<file path="src/rtl/fifo_rd_packer_if.sv">
// Read-side bundle: async_fifo read port in, packed wide word out on valid/ready.
// FIFO_RD_PACKER_FLUSH_EN adds i_flush and the per-entry o_keep mask.
interface fifo_rd_packer_if #(
   parameter int unsigned DATA_WIDTH = 4,
   parameter int unsigned PACK_RATIO = 4
);
   localparam int unsigned WORD_W = DATA_WIDTH * PACK_RATIO;

   logic                  i_empty;
   logic [DATA_WIDTH-1:0] i_rd_data;
   logic                  o_rd_en;
   logic [WORD_W-1:0]     o_data;
   logic                  o_valid;
   logic                  i_ready;
`ifdef FIFO_RD_PACKER_FLUSH_EN
   logic                  i_flush;
   logic [PACK_RATIO-1:0] o_keep;

   modport master (
      input  i_empty, i_rd_data, i_ready, i_flush,
      output o_rd_en, o_data, o_valid, o_keep
   );
   modport slave (
      output i_empty, i_rd_data, i_ready, i_flush,
      input  o_rd_en, o_data, o_valid, o_keep
   );
`else
   modport master (
      input  i_empty, i_rd_data, i_ready,
      output o_rd_en, o_data, o_valid
   );
   modport slave (
      output i_empty, i_rd_data, i_ready,
      input  o_rd_en, o_data, o_valid
   );
`endif
endinterface

</file>
<file path="src/rtl/fifo_rd_packer.sv">
// Drains async_fifo entries and packs PACK_RATIO of them LSB-first into one registered word.
// FIFO_RD_PACKER_FLUSH_EN enables flushing a partial word out with an o_keep mask.
module fifo_rd_packer #(
   parameter int unsigned DATA_WIDTH = 4,
   parameter int unsigned PACK_RATIO = 4
) (
   input logic              i_clk,
   input logic              i_rst,
   fifo_rd_packer_if.master bus
);
   localparam int unsigned WORD_W = DATA_WIDTH * PACK_RATIO;
   localparam int unsigned CNT_W  = $clog2(PACK_RATIO + 1);
   localparam int unsigned PEND_W = CNT_W + 1;

   logic [CNT_W-1:0]  cnt_q, cnt_d;
   logic              inflight_q, inflight_d;
   logic [WORD_W-1:0] acc_q, acc_d;
   logic [WORD_W-1:0] data_q, data_d;
   logic              valid_q, valid_d;

   logic [PEND_W-1:0] pending_c;
   logic              out_free_c;
   logic              rd_en_c;
   logic [CNT_W-1:0]  fill_cnt_c;
   logic              full_c;
   logic              xfer_c;
   logic [WORD_W-1:0] word_c;

`ifdef FIFO_RD_PACKER_FLUSH_EN
   logic                  flush_q, flush_d;
   logic [PACK_RATIO-1:0] keep_q, keep_d;
   logic [PACK_RATIO-1:0] keep_c;
   logic                  flush_go_c;
`endif

   // Pop request: keep at most PACK_RATIO entries owned, overlap the last capture with a free output.
   always_comb begin
      pending_c  = PEND_W'(cnt_q) + PEND_W'(inflight_q);
      out_free_c = !valid_q || bus.i_ready;
      rd_en_c    = 1'b0;
      if (!i_rst && !bus.i_empty) begin
         if (pending_c < PEND_W'(PACK_RATIO)) begin
            rd_en_c = 1'b1;
         end else if (pending_c == PEND_W'(PACK_RATIO) && inflight_q && out_free_c) begin
            rd_en_c = 1'b1;
         end
      end
`ifdef FIFO_RD_PACKER_FLUSH_EN
      if (flush_q) begin
         rd_en_c = 1'b0;
      end
`endif
   end

   // Capture the in-flight entry into its slot.
   always_comb begin
      acc_d = acc_q;
      for (int unsigned k = 0; k < PACK_RATIO; k++) begin
         if (inflight_q && cnt_q == CNT_W'(k)) begin
            acc_d[k*DATA_WIDTH +: DATA_WIDTH] = bus.i_rd_data;
         end
      end
      fill_cnt_c = inflight_q ? cnt_q + CNT_W'(1) : cnt_q;
      full_c     = (fill_cnt_c == CNT_W'(PACK_RATIO));
   end

   // Move a completed (or flushed partial) word into the output register.
   always_comb begin
      word_c     = acc_d;
      xfer_c     = full_c && out_free_c;
      inflight_d = rd_en_c;
`ifdef FIFO_RD_PACKER_FLUSH_EN
      flush_go_c = flush_q && !inflight_q;
      for (int unsigned k = 0; k < PACK_RATIO; k++) begin
         keep_c[k] = (CNT_W'(k) < fill_cnt_c);
         if (!keep_c[k]) begin
            word_c[k*DATA_WIDTH +: DATA_WIDTH] = '0;
         end
      end
      xfer_c  = out_free_c && (full_c || (flush_go_c && cnt_q != '0));
      flush_d = flush_q ? !(flush_go_c && (cnt_q == '0 || out_free_c)) : bus.i_flush;
      keep_d  = keep_q;
`endif
      valid_d = valid_q;
      data_d  = data_q;
      cnt_d   = fill_cnt_c;
      if (xfer_c) begin
         data_d  = word_c;
         valid_d = 1'b1;
         cnt_d   = '0;
`ifdef FIFO_RD_PACKER_FLUSH_EN
         keep_d  = keep_c;
`endif
      end else if (valid_q && bus.i_ready) begin
         valid_d = 1'b0;
      end
   end

   always_ff @(posedge i_clk) begin
      if (i_rst) begin
         cnt_q      <= '0;
         inflight_q <= 1'b0;
         acc_q      <= '0;
         data_q     <= '0;
         valid_q    <= 1'b0;
`ifdef FIFO_RD_PACKER_FLUSH_EN
         flush_q    <= 1'b0;
         keep_q     <= '0;
`endif
      end else begin
         cnt_q      <= cnt_d;
         inflight_q <= inflight_d;
         acc_q      <= acc_d;
         data_q     <= data_d;
         valid_q    <= valid_d;
`ifdef FIFO_RD_PACKER_FLUSH_EN
         flush_q    <= flush_d;
         keep_q     <= keep_d;
`endif
      end
   end

   assign bus.o_rd_en = rd_en_c;
   assign bus.o_data  = data_q;
   assign bus.o_valid = valid_q;
`ifdef FIFO_RD_PACKER_FLUSH_EN
   assign bus.o_keep  = keep_q;
`endif

endmodule

</file>
<file path="src/flat_wrapper.sv">
// flat-port wrapper written by rule: the top's interface ports become plain ports
module fifo_rd_packer_flat 
#(
   parameter int unsigned DATA_WIDTH = 4,
   parameter int unsigned PACK_RATIO = 4
)
  (i_clk, i_rst, bus_i_empty, bus_i_rd_data, bus_i_ready, bus_o_rd_en, bus_o_data, bus_o_valid);
  fifo_rd_packer_if #(.DATA_WIDTH(DATA_WIDTH), .PACK_RATIO(PACK_RATIO)) bus_i ();
  input logic i_clk;
  input logic i_rst;
  input wire logic [$bits(bus_i.i_empty)-1:0] bus_i_empty;
  input wire logic [$bits(bus_i.i_rd_data)-1:0] bus_i_rd_data;
  input wire logic [$bits(bus_i.i_ready)-1:0] bus_i_ready;
  output wire logic [$bits(bus_i.o_rd_en)-1:0] bus_o_rd_en;
  output wire logic [$bits(bus_i.o_data)-1:0] bus_o_data;
  output wire logic [$bits(bus_i.o_valid)-1:0] bus_o_valid;
  assign bus_i.i_empty = bus_i_empty;
  assign bus_i.i_rd_data = bus_i_rd_data;
  assign bus_i.i_ready = bus_i_ready;
  assign bus_o_rd_en = bus_i.o_rd_en;
  assign bus_o_data = bus_i.o_data;
  assign bus_o_valid = bus_i.o_valid;
  fifo_rd_packer #(.DATA_WIDTH(DATA_WIDTH), .PACK_RATIO(PACK_RATIO)) u_core (.i_clk(i_clk), .i_rst(i_rst), .bus(bus_i));
endmodule
</file>
<file path="config.mk">
export PLATFORM = sky130hd
export DESIGN_NAME = fifo_rd_packer_flat
export DESIGN_NICKNAME = d
export VERILOG_FILES = /design/src/rtl/fifo_rd_packer_if.sv /design/src/rtl/fifo_rd_packer.sv /design/src/flat_wrapper.sv
export SDC_FILE = /design/constraint.sdc
export NUM_CORES = 1
export LEC_CHECK = 0
export BUFFER_PORTS_ARGS = -buffer_cell sky130_fd_sc_hd__buf_2
export CAP_MARGIN = 5
export CORE_MARGIN = 1
export CORE_UTILIZATION = 40
export DETAILED_ROUTE_END_ITERATION = 12
export PLACE_DENSITY = 0.6
export REMOVE_ABC_BUFFERS = 1
export SYNTH_ARGS = -nofsm -noshare
export SYNTH_HDL_FRONTEND = slang
export SYNTH_SLANG_ARGS = --single-unit
export TNS_END_PERCENT = 20
</file>
<file path="constraint.sdc">
create_clock -name i_clk -period 2.3 [get_ports i_clk]
set_input_delay 0.345 -clock i_clk [delete_from_list [all_inputs] [get_ports i_clk]]
set_output_delay 0.345 -clock i_clk [all_outputs]
set_load 0.05 [all_outputs]
</file>
=== Yosys cells after proc, flatten, opt, wreduce, memory -nomap -nowiden ===
Cells that the tools add are included.

* Add/subtract/negate cells: 2
* Magnitude comparators: 1
* Equality and inequality tests: 5
* Multiplexer cells: 10
* Reduce and logical (&&, ||, !) cells: 16

{| class="wikitable"
|+ Operator list
! cell !! number
|-
| $mux 4 || 4
|-
| $logic_and 1x1->1 || 9
|-
| $eq 3x2->1 const B || 2
|-
| $mux 1 || 5
|-
| $add 3x1->4 || 1
|-
| $eq 4x3->1 const B || 1
|-
| $lt 4x3->1 const B || 1
|-
| $add 3x1->3 const B || 1
|-
| $eq 3x1->1 const B || 1
|-
| $eq 3x3->1 const B || 1
|-
| $logic_not 1->1 || 3
|-
| $logic_not 3->1 || 1
|-
| $mux 3 || 1
|-
| $reduce_bool 2->1 || 1
|-
| $reduce_or 2->1 || 1
|-
| $logic_or 1x1->1 || 1
|}

* Bits in registers: 37
* Input bits: 8
* Output and inout bits: 18

=== Depth between registers and ports, before layout ===
* Depth after elaboration: 7
* Depth in mapped cells: 7

=== Worst setup path after synthesis ===
No wires, ideal clock.

* Path type: reg2out
* Start: register u_core.cnt_q[0]
* End: output bus_o_rd_en
* Arrival: 2.193 ns
* Required time: 1.955 ns
* Setup slack: -0.238 ns
* Stages on the path, launching flop included: 5
* Cell sequence: dfxtp_1 -> ha_1 -> ha_1 -> or4b_2 -> a21oi_1

* Word-level cells in the longest chain between the ends: 7

{| class="wikitable"
|+ Ends and longest elaborated chain
! what !! line !! RTL
|-
| from (decl) || fifo_rd_packer.sv:15 || <nowiki>logic [CNT_W-1:0] cnt_q, cnt_d;</nowiki>
|-
| from (signal assigned) || fifo_rd_packer.sv:111 || <nowiki>cnt_q <= cnt_d;</nowiki>
|-
| $add 3x1->4 * || fifo_rd_packer.sv:38 || <nowiki>pending_c = PEND_W'(cnt_q) + PEND_W'(inflight_q);</nowiki>
|-
| $eq 4x3->1 || fifo_rd_packer.sv:44 || <nowiki>end else if (pending_c == PEND_W'(PACK_RATIO) && inflight_q && out_free_c) begin</nowiki>
|-
| $logic_and 1x1->1 (2 in a row) || fifo_rd_packer.sv:44 ||
|-
| $mux 1 || fifo_rd_packer.sv:44 ||
|-
| $mux 1 * || fifo_rd_packer.sv:42 || <nowiki>if (pending_c < PEND_W'(PACK_RATIO)) begin</nowiki>
|-
| $mux 1 * || fifo_rd_packer.sv:41 || <nowiki>if (!i_rst && !bus.i_empty) begin</nowiki>
|-
| to (decl) || flat_wrapper.sv:14 || <nowiki>output wire logic [$bits(bus_i.o_rd_en)-1:0] bus_o_rd_en;</nowiki>
|}

Every way passes the cells marked *; elsewhere a longest branch is shown, timed or not.

=== Final worst setup path ===
Ends and elaborated chain as after synthesis.

==> impl_metrics.env <==
export IMPL_power_frac_comb=0.131
export IMPL_crit_path_max_fanout=4
export IMPL_busiest_layer="met2"
export IMPL_drtIter0Drc=50
export IMPL_final_cells=253
export IMPL_syn_cell_area_um2=1720
export IMPL_synth_cell_type_count=27
export IMPL_use_met3=0.0574
export IMPL_stdcell_area_um2=2040
export IMPL_ant_nets=0
export IMPL_period_minus_slack_ns=2.26
export IMPL_grt_pass1_vias=1375
export IMPL_fp_row_count=23
export IMPL_skew_ns=0.00425
export IMPL_critPathTopFamily="simple AND/OR/NAND/NOR gates"
export IMPL_place_detailed_hpwl_um=2740
export IMPL_setup_violations=0
export IMPL_die_h_um=67.7
export IMPL_die_w_um=67.7
export IMPL_drv_cap=0
export IMPL_drc_errors=0
export IMPL_grt_pass1_wl_um=6350
export IMPL_multi_input_area_um2=913
export IMPL_antenna_found_initial=0
export IMPL_cts_max_level=2
export IMPL_io_pins=26
export IMPL_start_util=0.425
export IMPL_finalWirelength_um=3840
export IMPL_root_buffer="clkbuf_8"
export IMPL_power_density_nw_per_um2=628
export IMPL_switching_share=0.255
export IMPL_cts_tree="yes"
export IMPL_ir_drop_mv=0.443
export IMPL_synth_top_flop_cell="dfxtp_1"
export IMPL_worstPathArrival_ns=1.91
export IMPL_syn_to_final_growth_pct=18.2
export IMPL_pwr_share_clk=0.350
export IMPL_cpPeakStageDelay_ns=0.53
export IMPL_slew_headroom=0.719
export IMPL_crit_chain="ha_2, ha_1, or4b_4, a21oi_2, buf_6"
export IMPL_p_int_uw=954
export IMPL_crit_buf_inv=1
export IMPL_port_buffers=25
export IMPL_grt_usage=0.194
export IMPL_grt_max_degree=21
export IMPL_cp_required_ns=1.96
export IMPL_cts_sinks=37
export IMPL_maxSlewViolCount=0
export IMPL_synth_edf_count=0
export IMPL_worst_slew_pin_slew_ns=0.421
export IMPL_die_area_um2=4580
export IMPL_cts_buffers=5
export IMPL_overflow=0
export IMPL_antenna_diode_count=0
export IMPL_hold_violations=0
export IMPL_grtUsageMet1=0.227
export IMPL_clk_latency_ns=0.28
export IMPL_synthArstFlopShare=0
export IMPL_critPathLaunchType="flop"
export IMPL_synth_area_leader_cell="dfxtp_1"
export IMPL_period_share=0.981
export IMPL_cp_end_kind="output port"
export IMPL_ff_latch_area_um2=743
export IMPL_core_area_um2=4060
export IMPL_p_leak_nw=0.949
export IMPL_post_synth_top_area_fraction=0.430
export IMPL_clkSlewWorstSetupHoldPaths_ns=0.07
export IMPL_dr_pass1_iters=4
export IMPL_netSwitchingPower_uw=327
export IMPL_synth_area_leaders="dfxtp_1 43%, mux2i_1 7.5%, o211ai_2 7.3%"
export IMPL_wire_per_inst_um=15.2
export IMPL_placed_cells=245
export IMPL_num_vias=1353
export IMPL_ys_seq_area_frac=0.430
export IMPL_clock_fmax_mhz=443
export IMPL_grtUsageMet2=0.321
export IMPL_avgSynthCellArea_um2=9.97
export IMPL_nNetsFinal=218
export IMPL_criticalPathCategory="reg2out"
export IMPL_vias_per_cell=5.35
export IMPL_rsz0062_at_grt="true"
export IMPL_netlist_instances=173
export IMPL_n_fill_cell=375
export IMPL_yosys_register_bits=37
export IMPL_gp_congestion=0.791
export IMPL_yosysWarnings=0
export IMPL_status="finished clean"
export IMPL_placed_area_um2=1930
export IMPL_worst_path_max_delay_cell="or4b_4"
export IMPL_cts_hold_buf=0
export IMPL_clockBufferDepth=2
export IMPL_hold_class="in2reg"
export IMPL_p_seq_frac=0.519
export IMPL_final_layout_size_suffix_gt1_frac=0.310
## synth_stat cells (all sizes together) (2+ instances only)
cell type  count
mux2           4
dfxtp         37
mux2i         13
clkbuf         9
o211ai        12
ha             7
nor2          13
nand3b         3
a21bo          4
nor2b         18
inv            3
a21oi          7
or3b           2
o21ai         12
buf            5
nand3         16
## cells by family after synthesis
family                   synth area share
XOR/XNOR                          0.00508
adder cells (fa/ha/maj)            0.0508
multiplexers                        0.102
buffers and inverters              0.0464
AND/OR/NAND/NOR                     0.172
flip-flops                          0.430
AO/OA/AOI/OAI                       0.194
## stage by stage
stage                     setup WS, ns  hold WS [ns]  total power [mW]  utilization  setup TNS (ns)
final                           0.0433         0.389              1.28        0.502               0
after global routing           -0.0191         0.404              1.33        0.502         -0.0191
after CTS                       0.0239         0.379              1.29        0.500               0
after detailed placement        0.0769         0.501             0.839        0.475               0
after global placement           0.136         0.472             0.831        0.475               0
after floorplan                 -0.537         0.417             0.772            -          -0.537
## repair_timing
action / 4_1_cts / 5_1_grt
setup buffers: 0 / 1
resized for setup: 6 / 1
pin swaps: 1 / 2
gates cloned: 0 / 0
setup endpoints to repair: 1 / 14
## flip-flops by register name, summed over array words and instances, names as in the netlist
register	count
u_core.inflight_q	1
u_core.cnt_q	3
u_core.bus.o_data	16
u_core.acc_q	16
u_core.bus.o_valid	1
## per-layer routing
metal	routed length (um)	share of wire	vias up
li1	-	-	668
met3	105	0.027	4
met1	1790	0.47	659
met4	56	0.015	0
met2	1880	0.49	22
met5	0	0	-
## power by group through the flow
stage | sequential, mW | combinational (mW) | clock [mW]
floorplan | 0.695 | 0.0770 | 0
finish | 0.664 | 0.168 | 0.448
detailed placement | 0.678 | 0.161 | 0
global placement | 0.677 | 0.154 | 0
CTS | 0.664 | 0.166 | 0.458
global route | 0.666 | 0.182 | 0.481
## layout make-up
class | count | area share
multi-input combinational | 119 | 0.448
sequential | 37 | 0.365
timing repair buffer | 37 | 0.109
clock buffer | 7 | 0.0424
tap | 50 | 0.0307
inverter | 3 | 0.00552
## worst paths after layout
check                    from                    end  slack, ns  depth (start not counted)
min          bus_i_rd_data[1]        u_core.acc_q[9]       0.39                          3
max reg2reg   u_core.cnt_q[1]  u_core.bus.o_data[15]       0.10                          5
max           u_core.cnt_q[0]            bus_o_rd_en       0.04                          5
min reg2reg   u_core.acc_q[0]        u_core.acc_q[0]       0.51                          2
## worst reg2reg max path, cell delays in order (launching register included)
cell,delay [ns]
dfxtp_2,0.36
ha_1,0.19
ha_1,0.29
or3b_1,0.45
a211oi_4,0.43
mux2_1,0.36
## placed cells by master (no fill, tap or decap), drive strengths merged, types with 12 or more instances in the layout
master,n
mux2i,13
dfxtp,37
o21ai,12
nor2b,18
nor2,13
buf,37
o211ai,12
nand3,16
No activity file was read; power rests on OpenSTA's default activity.
